<file path="src/rtl/sky_acc_cpu_p.sv">
// sky_acc_cpu_p: accumulator CPU with writable program memory,
// zero/carry flags, jumps, run/idle control and illegal-opcode trap.
module sky_acc_cpu_p #(
    parameter int DATA_W = 8,
    parameter int ADDR_W = 5
) (
    input  logic              clk,
    input  logic              rst,
    input  logic              prog_we,
    input  logic [ADDR_W-1:0] prog_addr,
    input  logic [DATA_W-1:0] prog_data,
    input  logic              run,
    output logic [DATA_W-1:0] acc,
    output logic [ADDR_W-1:0] pc,
    output logic              zero,
    output logic              carry,
    output logic              halted,
    output logic              illegal
);

    typedef enum logic [2:0] {
        S_IDLE, S_FETCH, S_OPERAND, S_EXEC, S_HALT
    } state_t;

    state_t            state, state_n;
    logic [DATA_W-1:0] mem [2**ADDR_W];
    logic [DATA_W-1:0] word;
    logic [3:0]        opcode, opcode_n;
    logic [DATA_W-1:0] operand, operand_n;
    logic [DATA_W-1:0] acc_n;
    logic [ADDR_W-1:0] pc_n;
    logic              zero_n, carry_n, illegal_n;
    logic              wr_zero;
    logic [DATA_W:0]   sum, dif;

    function automatic logic is_two(input logic [3:0] o);
        return (o >= 4'h1 && o <= 4'h6) || (o >= 4'hA && o <= 4'hC);
    endfunction

    function automatic logic is_stop(input logic [3:0] o);
        return o == 4'hD || o == 4'hE || o == 4'hF;
    endfunction

    assign word   = mem[pc];
    assign halted = (state == S_HALT);
    assign sum    = {1'b0, acc} + {1'b0, operand};
    assign dif    = {1'b0, acc} - {1'b0, operand};

    always_ff @(posedge clk) begin
        if (prog_we) mem[prog_addr] <= prog_data;
    end

    always_ff @(posedge clk) begin
        if (rst)           state <= S_IDLE;
        else if (!prog_we) state <= state_n;
    end

    always_comb begin
        state_n = state;
        case (state)
            S_IDLE:    state_n = run ? S_FETCH : S_IDLE;
            S_FETCH:   state_n = is_two(word[3:0]) ? S_OPERAND : S_EXEC;
            S_OPERAND: state_n = S_EXEC;
            S_EXEC: begin
                if (is_stop(opcode)) state_n = S_HALT;
                else                 state_n = run ? S_FETCH : S_IDLE;
            end
            S_HALT:    state_n = S_HALT;
            default:   state_n = S_IDLE;
        endcase
    end

    always_comb begin
        acc_n     = acc;
        pc_n      = pc;
        zero_n    = zero;
        carry_n   = carry;
        illegal_n = illegal;
        opcode_n  = opcode;
        operand_n = operand;
        wr_zero   = 1'b0;
        case (state)
            S_FETCH: begin
                opcode_n = word[3:0];
                pc_n     = pc + ADDR_W'(1);
            end
            S_OPERAND: begin
                operand_n = word;
                pc_n      = pc + ADDR_W'(1);
            end
            S_EXEC: begin
                case (opcode)
                    4'h1: begin acc_n = operand; carry_n = 1'b0; end
                    4'h2: {carry_n, acc_n} = sum;
                    4'h3: begin
                        acc_n   = dif[DATA_W-1:0];
                        carry_n = dif[DATA_W];
                    end
                    4'h4: begin acc_n = acc & operand; carry_n = 1'b0; end
                    4'h5: begin acc_n = acc | operand; carry_n = 1'b0; end
                    4'h6: begin acc_n = acc ^ operand; carry_n = 1'b0; end
                    4'h7: begin acc_n = ~acc; carry_n = 1'b0; end
                    4'h8: begin
                        carry_n = acc[DATA_W-1];
                        acc_n   = acc << 1;
                    end
                    4'h9: begin
                        carry_n = acc[0];
                        acc_n   = acc >> 1;
                    end
                    4'hA: pc_n = operand[ADDR_W-1:0];
                    4'hB: if (zero)  pc_n = operand[ADDR_W-1:0];
                    4'hC: if (carry) pc_n = operand[ADDR_W-1:0];
                    4'hE, 4'hF: illegal_n = 1'b1;
                    default: ;
                endcase
                // jumps test the pre-EXEC flags; only ALU ops rewrite zero
                wr_zero = (opcode >= 4'h1 && opcode <= 4'h9);
                if (wr_zero) zero_n = (acc_n == '0);
            end
            default: ;
        endcase
    end

    always_ff @(posedge clk) begin
        if (rst) begin
            acc     <= '0;
            pc      <= '0;
            zero    <= 1'b0;
            carry   <= 1'b0;
            illegal <= 1'b0;
            opcode  <= '0;
            operand <= '0;
        end else if (!prog_we) begin
            acc     <= acc_n;
            pc      <= pc_n;
            zero    <= zero_n;
            carry   <= carry_n;
            illegal <= illegal_n;
            opcode  <= opcode_n;
            operand <= operand_n;
        end
    end

endmodule

</file>
<file path="config.mk">
export PLATFORM = sky130hd
export DESIGN_NAME = sky_acc_cpu_p
export DESIGN_NICKNAME = d
export VERILOG_FILES = /design/src/rtl/sky_acc_cpu_p.sv
export SDC_FILE = /design/constraint.sdc
export NUM_CORES = 1
export LEC_CHECK = 0
export ABC_CLOCK_PERIOD_IN_PS = 5900
export CORE_ASPECT_RATIO = 0.75
export CORE_MARGIN = 4
export CORE_UTILIZATION = 40
export DETAILED_ROUTE_END_ITERATION = 8
export GPL_TIMING_DRIVEN = 0
export PLACE_DENSITY = 0.63
export SYNTH_ARGS = -nofsm -noshare
export SYNTH_HDL_FRONTEND = slang
export SYNTH_SLANG_ARGS = --single-unit
</file>
<file path="constraint.sdc">
create_clock -name clk -period 5.9 [get_ports clk]
set_input_delay 1.18 -clock clk [delete_from_list [all_inputs] [get_ports clk]]
set_output_delay 1.18 -clock clk [all_outputs]
set_load 0.05 [all_outputs]
</file>
* Yosys cells after proc, flatten, opt, wreduce, memory -nomap -nowiden
Memory sizes are Yosys's and may differ from the RTL's. A register that Yosys moved wholly into a read port is not among the register bits. Index checks and enable logic that the tools add are counted. Widths: inputs -> output; s select.
Operators by class: reduce and logical (&&, ||, !) cells 20, order comparisons 6, add/subtract/negate cells 3, bitwise gates (word level) 5, equality and inequality tests 22, mux-type cells 15
Operators with widths (count):
- $pmux 8 s9 | 1
- $eq 4x4->1 const B | 8
- $mux 5 | 4
- $eq 4x3->1 const B | 4
- $pmux 3 s5 | 1
- $pmux 5 s3 | 1
- $pmux 5 s2 | 1
- $add 8x8->9 | 1
- $reduce_and 3->1 | 3
- $sub 8x8->9 | 1
- $and 8x8->8 | 1
- $eq 4x2->1 const B | 2
- $ge 4x1->1 const B | 2
- $le 4x4->1 const B | 2
- $logic_not 8->1 | 1
- $mux 8 | 1
- $not 8->8 | 1
- $or 8x8->8 | 1
- $xor 8x8->8 | 1
- $eq 3x2->1 const B | 2
- $ne 3x3->1 const B | 2
- $reduce_and 2->1 | 3
- $add 5x1->5 const B | 1
- $pmux 1 s5 | 1
- other kinds (17) | 25
Word-level totals: logic and storage cells 80, bits in registers 31, input bits 17, memories kept 1, output and inout port bits 17, RAM bits 256
Memory list:
- mem | words 32, width 8, read ports 1, clocked after memory_dff 1, write ports 1, RTL line 26 | logic [DATA_W-1:0] mem [2**ADDR_W];

* Depth between registers and ports, before layout
depth after elaboration 6, gate-level depth with buffers 11

* Worst setup path before layout
OpenSTA, ideal clock, no wires.
path kind flip-flop to flip-flop, from register acc[0], to register zero, path slack 2.907 ns, cell stages (with the launch flop) 12, required time 5.839 ns, arrival time 2.932 ns, clock period less this slack 2.993 ns, path through dfxtp_1 inv_1 ha_1 fa_1 o21bai_1 a211oi_1 a211o_1 mux2i_1 nor2_1 o32a_1 a2111oi_0 a32o_1
On the way: word-level cells in the longest chain between the ends 4, elaborated cells on any way between the ends 9, classes of those cells 2 x add/sub; 2 x mux; 4 x bitwise; 1 x reduce/logical
RTL lines:
- from (decl) | RTL line 13 | output logic [DATA_W-1:0] acc,
- from (signal assigned) | RTL line 135 | acc <= acc_n;
- $sub 8x8->9 (tied with other cells) | RTL line 47 | assign dif = {1'b0, acc} - {1'b0, operand};
- $pmux 8 s9 (*) | RTL line 92 | case (opcode)
- $mux 8 (*) | RTL line 82 | case (state)
- $logic_not 8->1 (*) | RTL line 119 | if (wr_zero) zero_n = (acc_n == '0);
- to (signal assigned) | RTL line 137 | zero <= zero_n;
- to (decl) | RTL line 15 | output logic zero,
Every way passes the cells marked *; elsewhere a longest branch is shown, timed or not. The select of a mux whose other input is x is not followed. A chain may end at the register's enable or synchronous reset.

* Worst setup path after layout
Ends and elaborated chain as after synthesis.

==> results.py <==
metrics = {
    "status": {
        "status": "complete, no violations",
    },
    "route": {
        "vias_per_cell": 5.69,
        "avgRoutedWirePerCell_um": 23.6,
        "routed_wl_um": 32200,
        "dr.pass1.iters": 6,
        "drtIter0Drc": 963,
        "drc_errors": 0,
        "via_count": 7757,
        "ant_nets": 0,
    },
    "worst_setup_path": {
        "worst-path-max-fanout": 6,
        "cpPeakStageDelay_ns": 0.73,
        "critical_path_class": "register to register",
        "path_buf_inv": 1,
        "crit_required_ns": 6.39,
        "crit_path_end_kind": "register",
        "arrival_ns": 4.12,
        "crit_path_start_kind": "register",
        "crit_family": "compound AO/OA/AOI/OAI gates",
        "worstPathCellList": "inv_1 > ha_1 > fa_1 > o21bai_1 > a21oi_1 > xnor2_1 > nor2_1 > a211oi_1 > o2111ai_1 > a2111oi_0 > a32o_1",
        "slowest_stage": "a2111oi_0",
    },
    "layout": {
        "syn_to_final_growth_pct": 14.1,
        "final_nets": 949,
        "drive_above_1_share_pct": 17.7,
        "fin_util_pct": 47.0,
        "diodes": 0,
    },
    "floorplanning": {
        "io_pins": 34,
        "dieArea_um2": 35600,
        "die_height_um": 164,
        "initial_core_util_pct": 41.2,
        "row_count": 56,
        "coreArea_um2": 31700,
        "die_x_um": 216,
    },
    "clock_tree": {
        "cts_sinks": 292,
        "path_clk_slew_ns": 0.06,
        "htree_num_levels": 1,
        "cts_tree": "done",
        "cts_hold_buf": 0,
        "cts_setup_buffers": 0,
        "cts_resized": 0,
        "clkLatencyLatePin_ns": 0.55,
        "cts_root_buffer": "clkbuf_16",
        "clock_path_buffers": 3,
        "numCtsBuffers": 30,
    },
    "timing": {
        "finalSetupViolCount": 0,
        "rsz0062_at_grt": "no",
        "hold_violations": 0,
        "skew_ns": 0.0186,
        "finalSetupTns_ns": 0,
        "hold-worst-slack_ns": 0.480,
        "min_period_ns": 3.64,
        "post-route-period-util_pct": 61.6,
        "slew-limit-headroom_pct": 13.6,
        "fmax_mhz": 275,
        "finalMaxSlewViolations": 0,
        "worst_pin_slew_ns": 1.29,
    },
    "global_routing": {
        "gr-total-overflow": 0,
        "grt_max_degree": 33,
        "grtUsageTotal_pct": 18.1,
        "grt_pass1_wl_um": 48800,
        "antenna_found_initial": 0,
        "grt_pass1_vias": 7644,
    },
    "job": {
        "maxCapViolCount": 0,
    },
    "synthesis": {
        "syn_area_um2": 13000,
        "ys_async_sr_fraction_pct": 0,
        "synth_seq_cells": 292,
        "synth_edf_count": 256,
        "ys.flop_type": "edfxtp_1",
        "postSynthAreaPerCell_um2": 15.5,
        "seq_area_frac_synth_pct": 64.5,
        "yosysUniqueCellTypes": 73,
        "syn_inst": 840,
        "yosys_warnings": 0,
        "syn_nets": 884,
    },
    "placement": {
        "io_buffers": 33,
        "dpl.hpwl_um": 22000,
        "routabilityCongestion": 0.928,
    },
    "pwr": {
        "power.total_mw": 4.62,
        "power.leakage_nw": 4.57,
        "pwr_density_cell_nw_per_um2": 311,
        "max-vdd-ir-drop_v": 0.000401,
    },
    "worst_hold_path": {
        "min_path_type": "register to register",
    },
}
-- tightest hold or removal path: cells and delay by family (launching register included) --
kind               cells  cell delay [ns]
AOI/OAI and AO/OA      1             0.05
and+or+nand+nor        1             0.07
DFF                    1             0.33
-- path summary, 6_finish.rpt --
check	end	slack, ns	startpoint	cells past startpoint
min reg2reg	illegal	0.48	illegal	2
max reg2reg	zero	2.26	acc[0]	11
max	zero	2.26	acc[0]	11
min	illegal	0.48	illegal	2
-- cell type report --
class	count	area [um2]
multi-input cells	465	4230
clock inverters	15	139
flip-flops and latches	292	8410
fillers	2803	16800
inverters	35	131
well taps	435	544
clock buffers	41	822
repair buffers	33	330
plain buffers	48	260
-- where the power goes --
group	leakage (nW)	switching, mW	internal (mW)
clock network	0.467	0.764	1.06
logic	1.50	0.297	0.198
registers	2.60	0.0215	2.28
total	4.57	1.08	3.54
-- Yosys cell counts (3+ instances only) --
| library cell | n | area share (%) |
|---|---|---|
| o211a_1 | 3 | 0.23 |
| buf_2 | 13 | 0.50 |
| mux2i_1 | 16 | 1.2 |
| inv_1 | 34 | 0.98 |
| a211oi_1 | 21 | 1.2 |
| or3_1 | 6 | 0.29 |
| a22oi_1 | 8 | 0.46 |
| a21oi_1 | 29 | 1.1 |
| a311oi_1 | 3 | 0.20 |
| o211ai_1 | 3 | 0.17 |
| nand2b_1 | 5 | 0.24 |
| mux4_2 | 70 | 12 |
| nor4_1 | 3 | 0.14 |
| o32a_1 | 3 | 0.23 |
| nor2b_1 | 8 | 0.38 |
| a31oi_1 | 4 | 0.19 |
| a211oi_2 | 4 | 0.38 |
| mux2_2 | 6 | 0.52 |
| o21ai_0 | 15 | 0.58 |
| edfxtp_1 | 256 | 59 |
| o31ai_1 | 4 | 0.23 |
| buf_6 | 5 | 0.43 |
| xnor2_1 | 4 | 0.27 |
| buf_4 | 7 | 0.40 |
| clkbuf_1 | 22 | 0.63 |
| and2_1 | 3 | 0.14 |
| nor2_1 | 83 | 2.4 |
| nand3b_1 | 6 | 0.35 |
| nand2_1 | 38 | 1.1 |
| nor3_1 | 7 | 0.27 |
| dfxtp_1 | 36 | 5.5 |
| o21ai_1 | 8 | 0.31 |
| nor3b_1 | 3 | 0.17 |
| o21bai_1 | 4 | 0.23 |
| a221oi_1 | 7 | 0.47 |
| ha_1 | 25 | 2.4 |
| o22ai_1 | 7 | 0.34 |
| nand3_1 | 13 | 0.50 |
| o221ai_1 | 4 | 0.27 |
| or3b_2 | 3 | 0.20 |
-- layout by cell type (no fill, tap or decap), types with 4 or more instances in the layout --
cell / instances
mux2_2: 6
o221ai_1: 4
a211oi_1: 21
inv_1: 34
buf_2: 13
nor3_1: 7
nand3_1: 13
o21ai_0: 15
o21ai_1: 8
xnor2_1: 4
clkbuf_1: 30
o31ai_1: 4
a21oi_1: 29
edfxtp_1: 256
nor2b_1: 8
a22oi_1: 8
buf_6: 5
buf_4: 7
nand2_1: 38
a211oi_2: 4
a221oi_1: 7
o22ai_1: 7
nor2_1: 83
clkbuf_16: 30
clkdlybuf4s50_1: 33
mux4_2: 70
mux2i_1: 16
o21bai_1: 4
a31oi_1: 4
or3_1: 6
dfxtp_1: 36
ha_1: 25
nand3b_1: 6
nand2b_1: 5
clkinv_2: 7
-- metal layers --
metal  global-route usage [%]  share of wire (%)
met5                        0                  0
met4                     3.72                1.9
met3                     3.03                7.4
met2                     27.1                 44
met1                     28.2                 47
-- state kept, by name (all words and copies together) (netlist names), named ones only --
register,flops
opcode,4
operand,8
pc,5
mem,256
illegal,1
state,3
zero,1
carry,1
acc,8
-- kinds of logic after synthesis --
kind of cell / after synthesis / synth area share [%]
AO/OA/AOI/OAI: 151 / 8.52
XOR/XNOR: 6 / 0.403
adder cells (fa/ha/maj): 27 / 2.71
buffers and inverters: 83 / 3.00
flip-flops: 292 / 64.5
multiplexers: 93 / 14.0
AND/OR/NAND/NOR: 188 / 6.84
-- stage by stage --
step | worst slack (ns) | instance area (um2) | std cells
after floorplan | 2.91 | 13000 | 840
after global placement | 1.83 | 13900 | 1308
after detailed placement | 1.74 | 13900 | 1308
after CTS | 2.34 | 14900 | 1364
after global routing | 2.08 | 14900 | 1364
final | 2.26 | 14900 | 1364
(Power assumes the default switching activity.)
